## src/rtl/demux_pkg.sv

```systemverilog
// ----------------------------------------------------------------------------
// demux_pkg : shared constants and helpers for the demux2_stream block.
// Revision  : 1.0
// ----------------------------------------------------------------------------
`default_nettype none

package demux_pkg;

  localparam logic SEL_OUT0 = 1'b0;
  localparam logic SEL_OUT1 = 1'b1;

  localparam int DEF_WIDTH = 8;
  localparam int DEF_DEPTH = 2;
  localparam int DEF_CNT_W = 16;

  // Pointer width for a power-of-two FIFO; never narrower than one bit.
  function automatic int ptr_w(input int depth);
    return (depth > 1) ? $clog2(depth) : 1;
  endfunction

endpackage : demux_pkg

`default_nettype wire

```

## src/rtl/demux2_fifo.sv

```systemverilog
// ----------------------------------------------------------------------------
// demux2_fifo : small per-output FIFO with separate occupancy counter.
// Revision    : 1.0
// ----------------------------------------------------------------------------
`default_nettype none

module demux2_fifo
  import demux_pkg::*;
#(
  parameter int WIDTH = DEF_WIDTH,
  parameter int DEPTH = DEF_DEPTH
) (
  input  logic             clk,
  input  logic             rst_n,
  input  logic             push,
  input  logic [WIDTH-1:0] push_data,
  output logic             full,
  input  logic             pop,
  output logic             head_valid,
  output logic [WIDTH-1:0] head_data
);

  localparam int PW = ptr_w(DEPTH);

  logic [WIDTH-1:0] mem [DEPTH];
  logic [PW-1:0]    rd_ptr;
  logic [PW-1:0]    wr_ptr;
  logic [PW:0]      occ;
  logic             do_push;
  logic             do_pop;

  assign full       = (occ == (PW+1)'(DEPTH));
  assign head_valid = (occ != '0);
  assign head_data  = mem[rd_ptr];

  // A push into a full FIFO is refused even when a pop happens the same edge.
  assign do_push = push && !full;
  assign do_pop  = pop && head_valid;

  always_ff @(posedge clk) begin
    if (!rst_n) begin
      rd_ptr <= '0;
      wr_ptr <= '0;
      occ    <= '0;
    end else begin
      if (do_push) wr_ptr <= wr_ptr + PW'(1);
      if (do_pop)  rd_ptr <= rd_ptr + PW'(1);
      case ({do_push, do_pop})
        2'b10:   occ <= occ + (PW+1)'(1);
        2'b01:   occ <= occ - (PW+1)'(1);
        default: occ <= occ;
      endcase
    end
  end

  // Storage is deliberately left out of reset.
  always_ff @(posedge clk) begin
    if (do_push) mem[wr_ptr] <= push_data;
  end

endmodule : demux2_fifo

`default_nettype wire

```

## src/rtl/demux2_stream.sv

```systemverilog
// ----------------------------------------------------------------------------
// demux2_stream : 1-to-2 streaming demux with per-output FIFOs and counters.
// Revision      : 1.0
// ----------------------------------------------------------------------------
`default_nettype none

module demux2_stream
  import demux_pkg::*;
#(
  parameter int WIDTH = DEF_WIDTH,
  parameter int DEPTH = DEF_DEPTH,
  parameter int CNT_W = DEF_CNT_W
) (
  input  logic             clk,
  input  logic             rst_n,
  input  logic             in_valid,
  output logic             in_ready,
  input  logic             in_sel,
  input  logic [WIDTH-1:0] in_data,
  output logic             out0_valid,
  input  logic             out0_ready,
  output logic [WIDTH-1:0] out0_data,
  output logic             out1_valid,
  input  logic             out1_ready,
  output logic [WIDTH-1:0] out1_data,
  output logic [CNT_W-1:0] cnt0,
  output logic [CNT_W-1:0] cnt1
);

  logic             full0;
  logic             full1;
  logic             head_valid0;
  logic             head_valid1;
  logic [WIDTH-1:0] head_data0;
  logic [WIDTH-1:0] head_data1;
  logic             accept;
  logic             push0;
  logic             push1;

  // Ready depends only on the selected FIFO's fullness, never on the consumers.
  assign in_ready = rst_n && ((in_sel == SEL_OUT1) ? !full1 : !full0);
  assign accept   = in_valid && in_ready;
  assign push0    = accept && (in_sel == SEL_OUT0);
  assign push1    = accept && (in_sel == SEL_OUT1);

  demux2_fifo #(
    .WIDTH (WIDTH),
    .DEPTH (DEPTH)
  ) u_fifo0 (
    .clk        (clk),
    .rst_n      (rst_n),
    .push       (push0),
    .push_data  (in_data),
    .full       (full0),
    .pop        (out0_ready),
    .head_valid (head_valid0),
    .head_data  (head_data0)
  );

  demux2_fifo #(
    .WIDTH (WIDTH),
    .DEPTH (DEPTH)
  ) u_fifo1 (
    .clk        (clk),
    .rst_n      (rst_n),
    .push       (push1),
    .push_data  (in_data),
    .full       (full1),
    .pop        (out1_ready),
    .head_valid (head_valid1),
    .head_data  (head_data1)
  );

  assign out0_valid = head_valid0;
  assign out1_valid = head_valid1;
  assign out0_data  = head_valid0 ? head_data0 : '0;
  assign out1_data  = head_valid1 ? head_data1 : '0;

  always_ff @(posedge clk) begin
    if (!rst_n) begin
      cnt0 <= '0;
      cnt1 <= '0;
    end else begin
      if (push0 && (cnt0 != '1)) cnt0 <= cnt0 + CNT_W'(1);
      if (push1 && (cnt1 != '1)) cnt1 <= cnt1 + CNT_W'(1);
    end
  end

  // Producer must hold a stalled word unchanged until it is taken.
  a_producer_hold : assert property (@(posedge clk)
    (rst_n && in_valid && !in_ready) |=>
      (!rst_n || !in_valid || ((in_sel == $past(in_sel)) && (in_data == $past(in_data)))));

endmodule : demux2_stream

`default_nettype wire
```

## config.mk

```make
export PLATFORM = sky130hd
export DESIGN_NAME = demux2_stream
export DESIGN_NICKNAME = d
export VERILOG_FILES = /design/src/rtl/demux_pkg.sv /design/src/rtl/demux2_fifo.sv /design/src/rtl/demux2_stream.sv
export SDC_FILE = /design/constraint.sdc
export NUM_CORES = 1
export LEC_CHECK = 0
export BUFFER_PORTS_ARGS = -buffer_cell sky130_fd_sc_hd__buf_4
export CORE_AREA = 2 2 84 86
export DETAILED_ROUTE_END_ITERATION = 6
export DIE_AREA = 0 0 86 88
export GPL_TIMING_DRIVEN = 1
export PLACE_DENSITY = 0.79
export SETUP_SLACK_MARGIN = 0.05
export SYNTH_ARGS = -nofsm -noshare
export SYNTH_HDL_FRONTEND = slang
export SYNTH_SLANG_ARGS = --single-unit
```

## constraint.sdc

```tcl
create_clock -name clk -period 2.1 [get_ports clk]
set_input_delay 0.105 -clock clk [delete_from_list [all_inputs] [get_ports clk]]
set_output_delay 0.105 -clock clk [all_outputs]
set_load 0.03 [all_outputs]
```

Word-level counts from Yosys, hierarchy flattened
Memories as Yosys holds them, arrays and structs flattened. A register that Yosys moved wholly into a read port is not among the register bits.
Index checks and enable logic that the tools add are counted.
- output and inout bits: 51
- bits in latches: 0
- ROM bits: 0
- memories kept: 2
- input port bits: 14
- RAM bits: 32
- register bits after elaboration: 40
- $add $sub $neg: 10
- reduce and logical (&&, ||, !) cells: 16
- bitwise operators: 1
- multiplexer cells: 13
- multiply operators: 0
- magnitude comparators: 0
- equality and inequality tests: 8
- divide/modulo/power cells: 0
- shift operators: 0
- memories (name ; depth ; bits a word ; read ports ; clocked after Yosys merged registers in ; wr ports ; RTL line ; RTL):
    u_fifo0.mem ; 2 ; 8 ; 1 ; 1 ; 1 ; demux2_fifo.sv:25 ; logic [WIDTH-1:0] mem [DEPTH];
    u_fifo1.mem ; 2 ; 8 ; 1 ; 1 ; 1 ; demux2_fifo.sv:25 ;
- operators by type and width (kind ; count):
    adder 16 x 1 -> 16 bit, second input constant ; 2
    inequality test 16 bit, second input constant ; 2
    2-to-1 mux 8 bit ; 2
    logical AND 1 bit ; 10
    2-to-1 mux 1 bit ; 9
    equality test 2 bit, second input constant ; 4
    one-hot mux 2 bit (2 select lines) ; 2
    nonzero test 2 bit ; 4
    adder 1 bit, second input constant ; 4
    adder 2 x 1 -> 2 bit, second input constant ; 2
    equality test 2 x 1 -> 1 bit, second input constant ; 2
    subtractor 2 x 1 -> 2 bit, second input constant ; 2
    zero test 1 bit ; 2
    inverter 1 bit ; 1

Logic depth before layout (Yosys ltp)
- depth after elaboration: 9
- mapped depth: 7
- gate-level depth less buffers: 7

By module
From an unflattened synthesis, not the netlist that was laid out.
- cells, all modules: 309
- area, all modules: 3334.4 µm²
- modules (own cells, without submodules) (module ; area each (µm²) ; times used ; cells each):
    demux2_stream ; 1707.9 ; 1 ; 207
    demux2_fifo ; 813.3 ; 2 ; 51

Worst setup path after synthesis
No wires, ideal clock.
- kind: reg-to-reg
- start point: register cnt0[0]
- end point: register cnt0[14]
- buffers on the path: 0
- clock period less this slack: 2.018 ns
- setup slack: 0.082 ns
- library setup time: 0.070 ns
- data arrival time: 1.947 ns
- cell stages (with the launch flop): 6
- cell sequence: dfxtp_1 > ha_1 > nand4_1 > or3_4 > or4_1 > a21oi_1
- longest elaborated chain between the ends: 2
- elaborated cells between the ends (all ways): 3
- those cells by class: 1 x add/sub; 1 x eq/ne; 1 x reduce/logical
- ends and longest elaborated chain (what ; RTL line ; RTL):
    from (decl) ; demux2_stream.sv:26 ; output logic [CNT_W-1:0] cnt0,
    from (signal assigned) ; demux2_stream.sv:84 ; if (push0 && (cnt0 != '1)) cnt0 <= cnt0 + CNT_W'(1);
    parallel branches: the longest is 2 deep, another holds adder 16 x 1 -> 16 bit ; - ;
Several ways; the timed one is not identified.
A chain may end at the register's enable or synchronous reset.

Worst setup path in the final report
- start point: register cnt1[0]
- end point: register cnt1[12]
- longest elaborated chain between the ends: 2
- elaborated cells between the ends (all ways): 3
- those cells by class: 1 x add/sub; 1 x eq/ne; 1 x reduce/logical
- ends and longest elaborated chain (what ; RTL line ; RTL):
    from (decl) ; demux2_stream.sv:27 ; output logic [CNT_W-1:0] cnt1
    from (signal assigned) ; demux2_stream.sv:85 ; if (push1 && (cnt1 != '1)) cnt1 <= cnt1 + CNT_W'(1);
    parallel branches: the longest is 2 deep, another holds adder 16 x 1 -> 16 bit ; - ;
Several ways; the timed one is not identified.

==> impl_metrics.yaml <==
routing:
  drc: 0
  wirelength_mm: 7.00
  drtIter0Drc: 164
  drt_first_pass_iters: 5
  vias: 2640
  routed_via_density: 5.53
  antenna_left: 0
  avgRoutedWirePerCell_um: 14.7
cts:
  clk_latency_ns: 0.35
  root_buffer: "clkbuf_8"
  clk_pin_slew_ns: 0.08
  cts_made_buffers: 9
  htreeDepth: 3
  cts_tree: "yes"
  cts.sinks: 74
  clock_path_buffers: 2
worst_setup_path:
  slowest_stage: "dfxtp_1"
  cpPeakStageDelay_ns: 0.41
  crit_fanout: 6
  required_ns: 2.38
  worstPathCellList: "ha_1 > nand4_1 > nand3b_1 > buf_4 > or3_1 > a21oi_1"
  endpoint_kind: "flip-flop"
  critPathBufInv: 1
  arrival_ns: 2.19
  worstSetupPathType: "reg -> reg"
  critical_path.top_delay_family: "simple AND/OR/NAND/NOR gates"
  startpoint_type: "flip-flop"
layout:
  diodes: 0
  areaGrowthSynthToFinish_pct: 29.1
  fillers: 562
  final_layout_size_suffix_gt1_share_pct: 25.9
  layout.nets: 410
  final_util_pct: 63.6
synthesis:
  yosysTopAreaCell: "edfxtp_1"
  ys_warn_count: 0
  syn-num-nets: 322
  synth_area_leaders: "edfxtp_1 (29%), dfxtp_1 (26%), mux2i_1 (8.3%)"
  synth_cell_types: 39
  synth-edff-count: 32
  netlist_instances: 304
  syn_area_um2: 3270
  ys_seq_area_share_pct: 55.0
  async_reset_ff_share_pct: 0
  synth.avg_cell_area_um2: 10.8
  synthFlopType: "dfxtp_1"
  synth-seq-cells: 74
  synthDominantCellAreaShare_pct: 29.4
min_path:
  hold_path.class: "in -> reg"
placed_design:
  port-buffer-count: 64
  dp_hpwl_mm: 4.86
  globalplace.congestion: 0.793
floorplanning:
  num_rows: 30
  die_y_um: 88
  floorplan.initialDensity_pct: 49.3
  ios: 65
  dieArea_um2: 7570
  coreArea_um2: 6640
  die_w_um: 86
timing:
  min_period_over_period_pct: 90.7
  slew_violations: 0
  hold_violations: 0
  rsz0062_at_grt: "no"
  fin_skew_ns: 0.00959
  fmax_mhz: 525
  fin_crit_ns: 1.91
  worst_pin_slew_ns: 0.516
  finalSetupTns_ns: 0
  relSlewSlack_pct: 65.5
  final-setup-viol-count: 0
global_route:
  use_met3_pct: 5.37
  antenna_found_initial: 0
  grt_max_degree: 27
  grtUsageMet2_pct: 30.9
  busiest_layer: "met2"
  grt_pass1_vias: 2348
  grt-ovfl-total: 0
  grt_use_total_pct: 19.1
  met1_usage_pct: 24.4
  grt_pass1_wl_mm: 11.2
power_and_ir_drop:
  irDropWorstVdd_mv: 0.493
  power_density_nw_per_um2: 803
  leakage_nw: 1.55
status:
  status: "completed"
flow_run:
  drv_cap: 0
## per-layer routing
| metal | up-vias | routed length, um |
|---|---|---|
| met1 | 1234 | 3190 |
| li1 | 1315 | - |
| met5 | - | 0 |
| met3 | 13 | 375 |
| met2 | 78 | 3320 |
| met4 | 0 | 122 |
## power breakdown
part	internal, mW	switching [mW]	total, mW	leakage, nW
Combinational	0.256	0.357	0.614	0.813
Sequential	1.55	0.0579	1.61	0.630
Clock	0.661	0.511	1.17	0.104
Total	2.47	0.926	3.39	1.55
## area by class of cell
| cell class | count | area [um^2] | area share, % |
|---|---|---|---|
| Clock inverter | 6 | 81.3 | 1.92 |
| Timing Repair Buffer | 88 | 681 | 16.1 |
| Inverter | 8 | 30.0 | 0.711 |
| Sequential cell | 74 | 1800 | 42.6 |
| Multi-Input combinational cell | 211 | 1400 | 33.2 |
| Tap cell | 80 | 100 | 2.37 |
| Clock buffer | 10 | 128 | 3.02 |
## final timing paths
check	endpoint	cells past startpoint	slack, ns	from
worst max-delay path	cnt1[12]$_SDFFE_PN0P_	6	0.19	cnt1[0]$_SDFFE_PN0P_
worst min-delay path	cnt1[6]$_SDFFE_PN0P_	3	0.15	rst_n
worst max register to register	cnt1[12]$_SDFFE_PN0P_	6	0.19	cnt1[0]$_SDFFE_PN0P_
worst min register to register	cnt1[11]$_SDFFE_PN0P_	2	0.50	cnt1[11]$_SDFFE_PN0P_
## worst register-to-register path: cells and delay by family (launching register included)
kind            cells  cell delay, ns
compound gates      1            0.16
buf+inv             1            0.22
fa+ha+maj           1            0.21
flops               1            0.41
simple gates        3            0.84
## state kept, by name (all words and copies together), names as in the netlist, named ones only
signal	count
u_fifo0.rd_ptr	1
cnt1	16
u_fifo1.mem	16
cnt0	16
u_fifo1.rd_ptr	1
u_fifo0.mem	16
u_fifo0.wr_ptr	1
u_fifo1.occ	2
u_fifo1.wr_ptr	1
u_fifo0.occ	2
## layout by cell type, fill, tap and decap left out, types with 9 or more instances in the layout
master,n
a21oi_1,20
buf_4,80
clkbuf_8,9
dfxtp_1,42
edfxtp_1,32
mux2i_1,27
nand2_1,17
nand3_1,11
nor2_1,28
o21ai_0,10
o31ai_1,9
or3_1,9
or4_1,9
## synth_stat cells (all sizes together) (3+ instances only)
| master | number |
|---|---|
| mux2i | 27 |
| nor3 | 3 |
| xnor2 | 4 |
| nor4 | 6 |
| nor2 | 28 |
| o21ai | 10 |
| or4 | 9 |
| nand2b | 7 |
| edfxtp | 32 |
| inv | 7 |
| nand3 | 11 |
| nand4 | 8 |
| xor2 | 4 |
| or3 | 10 |
| clkbuf | 9 |
| ha | 4 |
| o41ai | 5 |
| o311ai | 4 |
| nand2 | 17 |
| dfxtp | 42 |
| a21oi | 20 |
| and2 | 5 |
| nor3b | 3 |
| o31ai | 9 |
| and4 | 4 |
## per-stage QoR
stage / instance area, um^2 / power, mW / setup slack [ns] / instances / hold slack (ns)
4_1_cts: 4200 / 3.42 / 0.207 / 475 / 0.140
3_5_place_dp: 3920 / 2.25 / 0.242 / 451 / 0.314
5_1_grt: 4230 / 3.54 / 0.0599 / 477 / 0.155
6_report: 4230 / 3.39 / 0.195 / 477 / 0.147
3_3_place_gp: 3920 / 2.23 / 0.282 / 451 / 0.311
2_1_floorplan: 3270 / 2.01 / 0.0821 / 304 / 0.204
## repair_timing
item | in CTS | in global routing
resized for setup | 0 | 2
hold endpoints to repair | 32 | 0
hold buffers | 8 | 0
setup buffers | 0 | 2
endpoints found under the setup margin | 0 | 6
## logic make-up (layout without fill, tap and decap cells)
| group | after synthesis | after routing | synth area share, % |
|---|---|---|---|
| DFF | 74 | 74 | 55.0 |
| muxes | 27 | 27 | 8.26 |
| and+or+nand+nor | 124 | 124 | 21.7 |
| adders and majority gates | 4 | 4 | 1.53 |
| buffers and inverters | 19 | 112 | 2.26 |
| AOI/OAI and AO/OA | 48 | 48 | 9.06 |
| xor gates and xnor gates | 8 | 8 | 2.14 |
Power figures use the tool's default switching activity.
